--- config.mk ---
export PLATFORM = sky130hd
export DESIGN_NAME = traffic_intersection_ctrl
export DESIGN_NICKNAME = d
export VERILOG_FILES = /design/src/rtl/tl_pkg.sv /design/src/rtl/tl_phase_timer.sv /design/src/rtl/traffic_intersection_ctrl.sv
export SDC_FILE = /design/constraint.sdc
export NUM_CORES = 1
export LEC_CHECK = 0
export ABC_CLOCK_PERIOD_IN_PS = 2530
export CAP_MARGIN = 0
export CORE_MARGIN = 2
export CORE_UTILIZATION = 30
export DETAILED_ROUTE_END_ITERATION = 10
export PLACE_DENSITY = 0.56
export SYNTH_ARGS = -nofsm -noshare
export SYNTH_HDL_FRONTEND = slang
export SYNTH_SLANG_ARGS = --single-unit
--- constraint.sdc ---
create_clock -name clk -period 2.53 [get_ports clk]
set_input_delay 0.506 -clock clk [delete_from_list [all_inputs] [get_ports clk]]
set_output_delay 0.506 -clock clk [all_outputs]
set_load 0.05 [all_outputs]
--- src/rtl/tl_pkg.sv ---
// rtl/tl_pkg.sv - shared state encoding and default timings for the intersection controller
package tl_pkg;

  typedef enum logic [2:0] {
    ST_ALL_RED = 3'd0,
    ST_RED_YEL = 3'd1,
    ST_GREEN   = 3'd2,
    ST_YEL     = 3'd3,
    ST_FLASH   = 3'd4
  } tl_state_e;

  localparam int TL_N_DIR   = 2;
  localparam int TL_AR_T    = 1000;
  localparam int TL_RY_T    = 5000;
  localparam int TL_G_T     = 10000;
  localparam int TL_Y_T     = 5000;
  localparam int TL_FLASH_T = 5000;
  localparam int TL_CNT_W   = 16;

endpackage

--- src/rtl/tl_phase_timer.sv ---
// rtl/tl_phase_timer.sv - phase counter with synchronous clear and end-of-duration flag
module tl_phase_timer #(
  parameter int CNT_W = 16
) (
  input  logic           clk,
  input  logic           reset,
  input  logic           clear,
  input  logic [CNT_W:0] duration,
  output logic           done
);

  logic [CNT_W-1:0] cnt;

  always_ff @(posedge clk or posedge reset) begin
    if (reset)      cnt <= '0;
    else if (clear) cnt <= '0;
    else            cnt <= cnt + CNT_W'(1);
  end

  // duration is one bit wider so a full-range duration still compares correctly
  assign done = ({1'b0, cnt} == duration - (CNT_W + 1)'(1));

endmodule

--- src/rtl/traffic_intersection_ctrl.sv ---
// rtl/traffic_intersection_ctrl.sv - round-robin intersection sequencer with pedestrian latches and flash mode
module traffic_intersection_ctrl
  import tl_pkg::*;
#(
  parameter int N_DIR   = TL_N_DIR,
  parameter int AR_T    = TL_AR_T,
  parameter int RY_T    = TL_RY_T,
  parameter int G_T     = TL_G_T,
  parameter int Y_T     = TL_Y_T,
  parameter int FLASH_T = TL_FLASH_T,
  parameter int CNT_W   = TL_CNT_W
) (
  input  logic             clk,
  input  logic             reset,
  input  logic             flash,
  input  logic [N_DIR-1:0] ped_req,
  output logic [N_DIR-1:0] red,
  output logic [N_DIR-1:0] yellow,
  output logic [N_DIR-1:0] green,
  output logic [N_DIR-1:0] walk,
  output logic [1:0]       active_dir
);

  localparam int DW = CNT_W + 1;

  tl_state_e        state, state_n;
  logic [1:0]       dir, dir_n;
  logic             tog, tog_n;
  logic             walk_f, walk_f_n;
  logic             gpend, gpend_n;
  logic [N_DIR-1:0] pend, pend_n;
  logic [N_DIR-1:0] dir_oh, dir_oh_n;
  logic [N_DIR-1:0] red_n, yel_n, grn_n, wlk_n;
  logic [DW-1:0]    dur;
  logic             phase_done;
  logic             tclear;

  assign dir_oh   = N_DIR'(1) << dir;
  assign dir_oh_n = N_DIR'(1) << dir_n;

  always_comb begin
    dur = DW'(AR_T);
    case (state)
      ST_ALL_RED: dur = DW'(AR_T);
      ST_RED_YEL: dur = DW'(RY_T);
      ST_GREEN:   dur = DW'(G_T);
      ST_YEL:     dur = DW'(Y_T);
      ST_FLASH:   dur = DW'(FLASH_T);
      default:    dur = DW'(AR_T);
    endcase
  end

  tl_phase_timer #(.CNT_W(CNT_W)) u_timer (
    .clk      (clk),
    .reset    (reset),
    .clear    (tclear),
    .duration (dur),
    .done     (phase_done)
  );

  always_comb begin
    state_n  = state;
    dir_n    = dir;
    tog_n    = tog;
    walk_f_n = walk_f;
    gpend_n  = gpend;
    pend_n   = pend | ped_req;
    case (state)
      ST_ALL_RED: begin
        if (flash) begin
          state_n = ST_FLASH;
          tog_n   = 1'b1;
        end else if (phase_done) begin
          state_n = ST_RED_YEL;
        end
      end
      ST_RED_YEL: begin
        if (phase_done) begin
          state_n  = ST_GREEN;
          walk_f_n = |(pend_n & dir_oh);
          gpend_n  = 1'b0;
        end
      end
      ST_GREEN: begin
        // requests for the served approach during its green wait for its next turn
        gpend_n = gpend | (|(ped_req & dir_oh));
        if (phase_done) begin
          state_n  = ST_YEL;
          walk_f_n = 1'b0;
          pend_n   = (pend_n & ~dir_oh) | (gpend_n ? dir_oh : '0);
        end
      end
      ST_YEL: begin
        if (phase_done) begin
          state_n = ST_ALL_RED;
          dir_n   = (dir == 2'(N_DIR - 1)) ? 2'd0 : dir + 2'd1;
        end
      end
      ST_FLASH: begin
        if (!flash) begin
          state_n = ST_ALL_RED;
          dir_n   = 2'd0;
          tog_n   = 1'b0;
        end else if (phase_done) begin
          tog_n = ~tog;
        end
      end
      default: state_n = ST_ALL_RED;
    endcase
    tclear = (state_n != state) || ((state == ST_FLASH) && phase_done);
  end

  // lamps decoded from the next state so the registered outputs line up with state
  always_comb begin
    red_n = '0;
    yel_n = '0;
    grn_n = '0;
    wlk_n = '0;
    case (state_n)
      ST_ALL_RED: red_n = '1;
      ST_RED_YEL: begin
        red_n = '1;
        yel_n = dir_oh_n;
      end
      ST_GREEN: begin
        red_n = ~dir_oh_n;
        grn_n = dir_oh_n;
        if (walk_f_n) wlk_n = dir_oh_n;
      end
      ST_YEL: begin
        red_n = ~dir_oh_n;
        yel_n = dir_oh_n;
      end
      ST_FLASH: yel_n = {N_DIR{tog_n}};
      default:  red_n = '1;
    endcase
  end

  always_ff @(posedge clk or posedge reset) begin
    if (reset) begin
      state  <= ST_ALL_RED;
      dir    <= 2'd0;
      tog    <= 1'b0;
      walk_f <= 1'b0;
      gpend  <= 1'b0;
      pend   <= '0;
      red    <= '1;
      yellow <= '0;
      green  <= '0;
      walk   <= '0;
    end else begin
      state  <= state_n;
      dir    <= dir_n;
      tog    <= tog_n;
      walk_f <= walk_f_n;
      gpend  <= gpend_n;
      pend   <= pend_n;
      red    <= red_n;
      yellow <= yel_n;
      green  <= grn_n;
      walk   <= wlk_n;
    end
  end

  assign active_dir = dir;

endmodule
==> results.txt <==
- STA classifies the critical path endpoint as a flop.
* Worst slew margin relative to its limit: between 60% and 70%
- Average wire per standard cell: around 13 µm
* Fraction of synthesized cell area in xor and xnor cells: 8.17%
* Die W: roughly 82 µm
* Number of buffer cells added on primary ports: 14
* Initial antenna violation count: 0
* Register area: approximately 850 µm²
* Final setup violation count: 0
* WHS Endpoint: u_timer.cnt[0]
- The net count of the finished layout is between 200 and 250.
- Registers are responsible for approximately 53% of the overall power.
* Run status: completed
- Reg-to-reg endpoint: red[1]
* P_sw: between 200 and 300 µW
* Via count: between 1,000 and 1,500
- 15 I/O pins were placed.
- Core Region: a little under 6000 µm²
- After detailed routing, the number of vias per cell comes to around 5.
- Root buf cell: clkbuf_8
- Design area: between 2000 and 2500 µm²
- The setup path with the least slack is of type reg2reg.
- Summing the sequential cell areas from Yosys gives between 40% and 50% of the chip area.
- Final clock period utilization by the worst path: ~93%
* Slack of the worst reg-to-reg path: approximately 0.18 ns
* Synth Area in Adders: 0.687%
- Number of pins exceeding their max-slew limit in the final report: 0
- Largest family of logic cells by synthesized area: simple AND/OR/NAND/NOR gates
* Dpl hpwl: about 2800 µm
- Worst EP required: 2.76 ns
- Global-route wire length before repair: ~6600 µm
- Number of global-route vias before repair: 1,382
* Ratio of cells with drive above 1 in the final layout: between 10% and 20%
- Setup repair after global routing left no endpoint under its margin.
* Effective utilization at floorplan: a little under a third
- In the synthesized netlist the async set-or-reset flop fraction comes to 100%.
* Largest incremental delay on the critical path: 0.53 ns
- Biggest area consumer among synthesized cells: dfrtp_1
- The smallest clock period supported by the final layout is computed as 2.35 ns.
* Global-route usage over all layers: around an eighth
* DIE HEIGHT: 81.9 µm
* Filler cell count: 606
* Iter 0 DRT Violations: roughly 130
- After clock tree synthesis, the clock-pin slew on the worst setup and hold paths is 0.07 ns.
* Maximum net fanout on the critical path: 7
- For this run, the detailed router's first-pass iteration total came to 4.
- Clock latency on the worst-skew pair: 0.29 ns
- The tool flagged a number of max-cap violations equal to 0.
- Largest net degree at the start of global routing: 22
- Top Family by Delay on Critical Path: simple AND/OR/NAND/NOR gates
- Clock tree synthesis inserted a total of 5 buffers.
- The congestion estimate from routability-driven global placement came to roughly 0.85.
- Highest-count cells in the layout ignoring fill and taps: nor2_1 (33), dfrtp_1 (32), nand2_1 (16), clkdlybuf4s50_1 (14), xor2_1 (9)
- For this run the aggregate overflow at the end of global routing stands at 0.
* Internal Dissipation: between 800 and 900 µW
- The startpoint identified for the worst hold timing path is u_timer.cnt[0].
* Hold Crit Depth: 1
- Area post-placement: 2090 µm²
* Yosys warning count: 0
- Setup total negative slack on the finished layout was measured at 0 ns.
- For this run, design rule violations remaining after detail routing come to 0.
- Syn_area_per_cell: ~9.5 µm²
- Highest clock frequency the design can meet: 0.426 GHz
- Leading cell type in the layout, fill and taps excluded: nor2_1
* Worst ir drop on vdd: roughly 0.00015 V
- CTS H-tree depth: 2
* Cell types with the largest area share after synthesis: dfrtp_1 (44%), nor2_1 (6.8%), xor2_1 (4.3%), xnor2_1 (3.8%), mux2i_1 (3.3%)
- The clock network accounts for between 30 and 40% of the total power.
* Minimum hold slack: 0.459 ns
- Critical Path Slowest Stage Cell: or4_1
* CP Cell Sequence: ha_1, nand2_1, or4_1, a211oi_4, and2_4, buf_4, mux2i_1, o22a_1
- Total area of multi-input combinational cells: between 900 and 1000 µm²
- For the worst flop-to-flop path, the logic depth is 8.
- The repair_antennas step left the layout with diodes totalling 0.
* Share of cell area taken by muxes after synthesis: under 10%
- Layout Skew: about 0.0075 ns
- In this run the critical register-to-register path is launched from u_timer.cnt[0].
* Bufs on Longest Clock Path: 2
- Row generation in the floorplan step produced 28 rows.
* Post-detailed-route count of antenna-violating nets: 0
- Synthesis produced approximately 190 cells.
- At the pin with the least slew margin, the transition time is about 0.58 ns.
- Core occupancy in the finished layout: 37.3%
- The hold violation total from the final report is 0.
- The share of synthesized area in the top cell type comes to between 40% and 50%.
* Worst Hold Class: reg2reg
- Count of hold-fix buffers inserted at cts: 0
* Data arrival time at the worst-slack endpoint: between 2 and 3 ns
- Once the clock tree was built, the setup fixing pass inserted 0 buffers.
- Relative area change from synthesis to final layout: 20.5%
- Number of synthesized flops with an enable pin: 0
- After synthesis, the netlist uses 47 different library cells.
- Startpoint kind of the worst setup timing path: flop
* Number of nets in the synthesized netlist: 198
* Routed wire length: around 3900 µm
- Proportion of power drawn by combinational gates: under 10%
* Commonest register cell after synthesis: dfrtp_1
- Summed over all cells, the static leakage comes to roughly 0.00092 µW.
* Die Footprint: between 6000 and 7000 µm²
* Compound-cell area share of the yosys netlist: a little over a tenth
* Sw frac: between 20% and 30%
- CTS saw 34 sinks.
* Flip-flop and latch count after synthesis: 34
* WP buf/inv: 1
- The mapped netlist covers ~1800 µm².
* Clock tree from TritonCTS: yes
- Basic-gate share of the synthesized area counting and, or, nand and nor cells: 25.0%
- Power density of the placed cells: 491 nW/µm²
## metal layers
metal	vias to the layer above	global-route usage, %	routed length [µm]
met5	-	0	0
met4	0	6.00	65
met3	4	2.97	93
met1	681	17.4	1950
li1	714	-	-
met2	17	20.2	1780
## worst reg2reg max path, delay by kind of cell, from the launching register on
family,cells,cell delay (ns)
simple gates,3,0.84
compound gates,2,0.48
flops,1,0.37
mux,1,0.25
fa+ha+maj,1,0.21
buf+inv,1,0.15
## worst max path at each step
stage                end  slack, ns           start  depth (start not counted)
6_report          red[1]       0.18  u_timer.cnt[0]                          8
2_1_floorplan     red[0]       0.18  u_timer.cnt[0]                          8
3_3_place_gp      red[0]       0.19  u_timer.cnt[0]                          7
4_1_cts           red[1]       0.13  u_timer.cnt[0]                          8
5_1_grt        yellow[1]       0.03  u_timer.cnt[0]                          8
3_5_place_dp      red[1]       0.13  u_timer.cnt[0]                          8
## synth_stat cells (3+ instances only)
cell type,instances
nand2b_1,3
clkbuf_1,3
nor2_1,33
mux2i_1,6
nor3_1,8
and3_1,6
nor2b_1,3
nand2_1,16
o22a_1,3
buf_2,3
xnor2_1,8
xor2_1,9
inv_1,7
a21oi_1,8
nand3_1,8
dfrtp_1,32
## power by group through the flow
| stage | logic, µW | clock network, µW | registers [µW] |
|---|---|---|---|
| floorplan | 50.0 | 0 | 592 |
| global placement | 99.8 | 0 | 579 |
| detailed placement | 101 | 0 | 580 |
| CTS | 101 | 429 | 570 |
| global route | 111 | 442 | 572 |
| finish | 98.6 | 409 | 570 |
## final cells by class
type / instances / area share, %
multi-input cells: 143 / 41.4
well taps: 75 / 4.28
flip-flops and latches: 34 / 38.9
clock buffers: 7 / 3.93
inverters: 7 / 1.20
repair buffers: 23 / 10.0
clock inverters: 1 / 0.228
## sequential cells by signal (all words and copies together) (netlist names)
name and flops:
pend 2, walk 2, walk_f 1, active_dir 2, tog 1, u_timer.cnt 16, gpend 1, green 2
red 2, state 3, yellow 2
## per-stage QoR
step           total power (µW)  std cells  worst slack, ns
3_3_place_gp                679        282            0.192
5_1_grt                    1120        290           0.0260
6_report                   1080        290            0.181
4_1_cts                    1100        290            0.126
2_1_floorplan               642        192            0.179
3_5_place_dp                680        282            0.132
## cells by family after synthesis
group / count (synthesis)
xor+xnor: 17
buf+inv: 15
simple gates: 91
fa+ha+maj: 1
compound gates: 26
mux: 8
flops: 34
## what timing repair did
item                                    in CTS  in global routing
gates resized for setup                      0                  3
endpoints found under the setup margin       0                  4
endpoints found under the hold margin        0                  0
(Power assumes the default switching activity.)
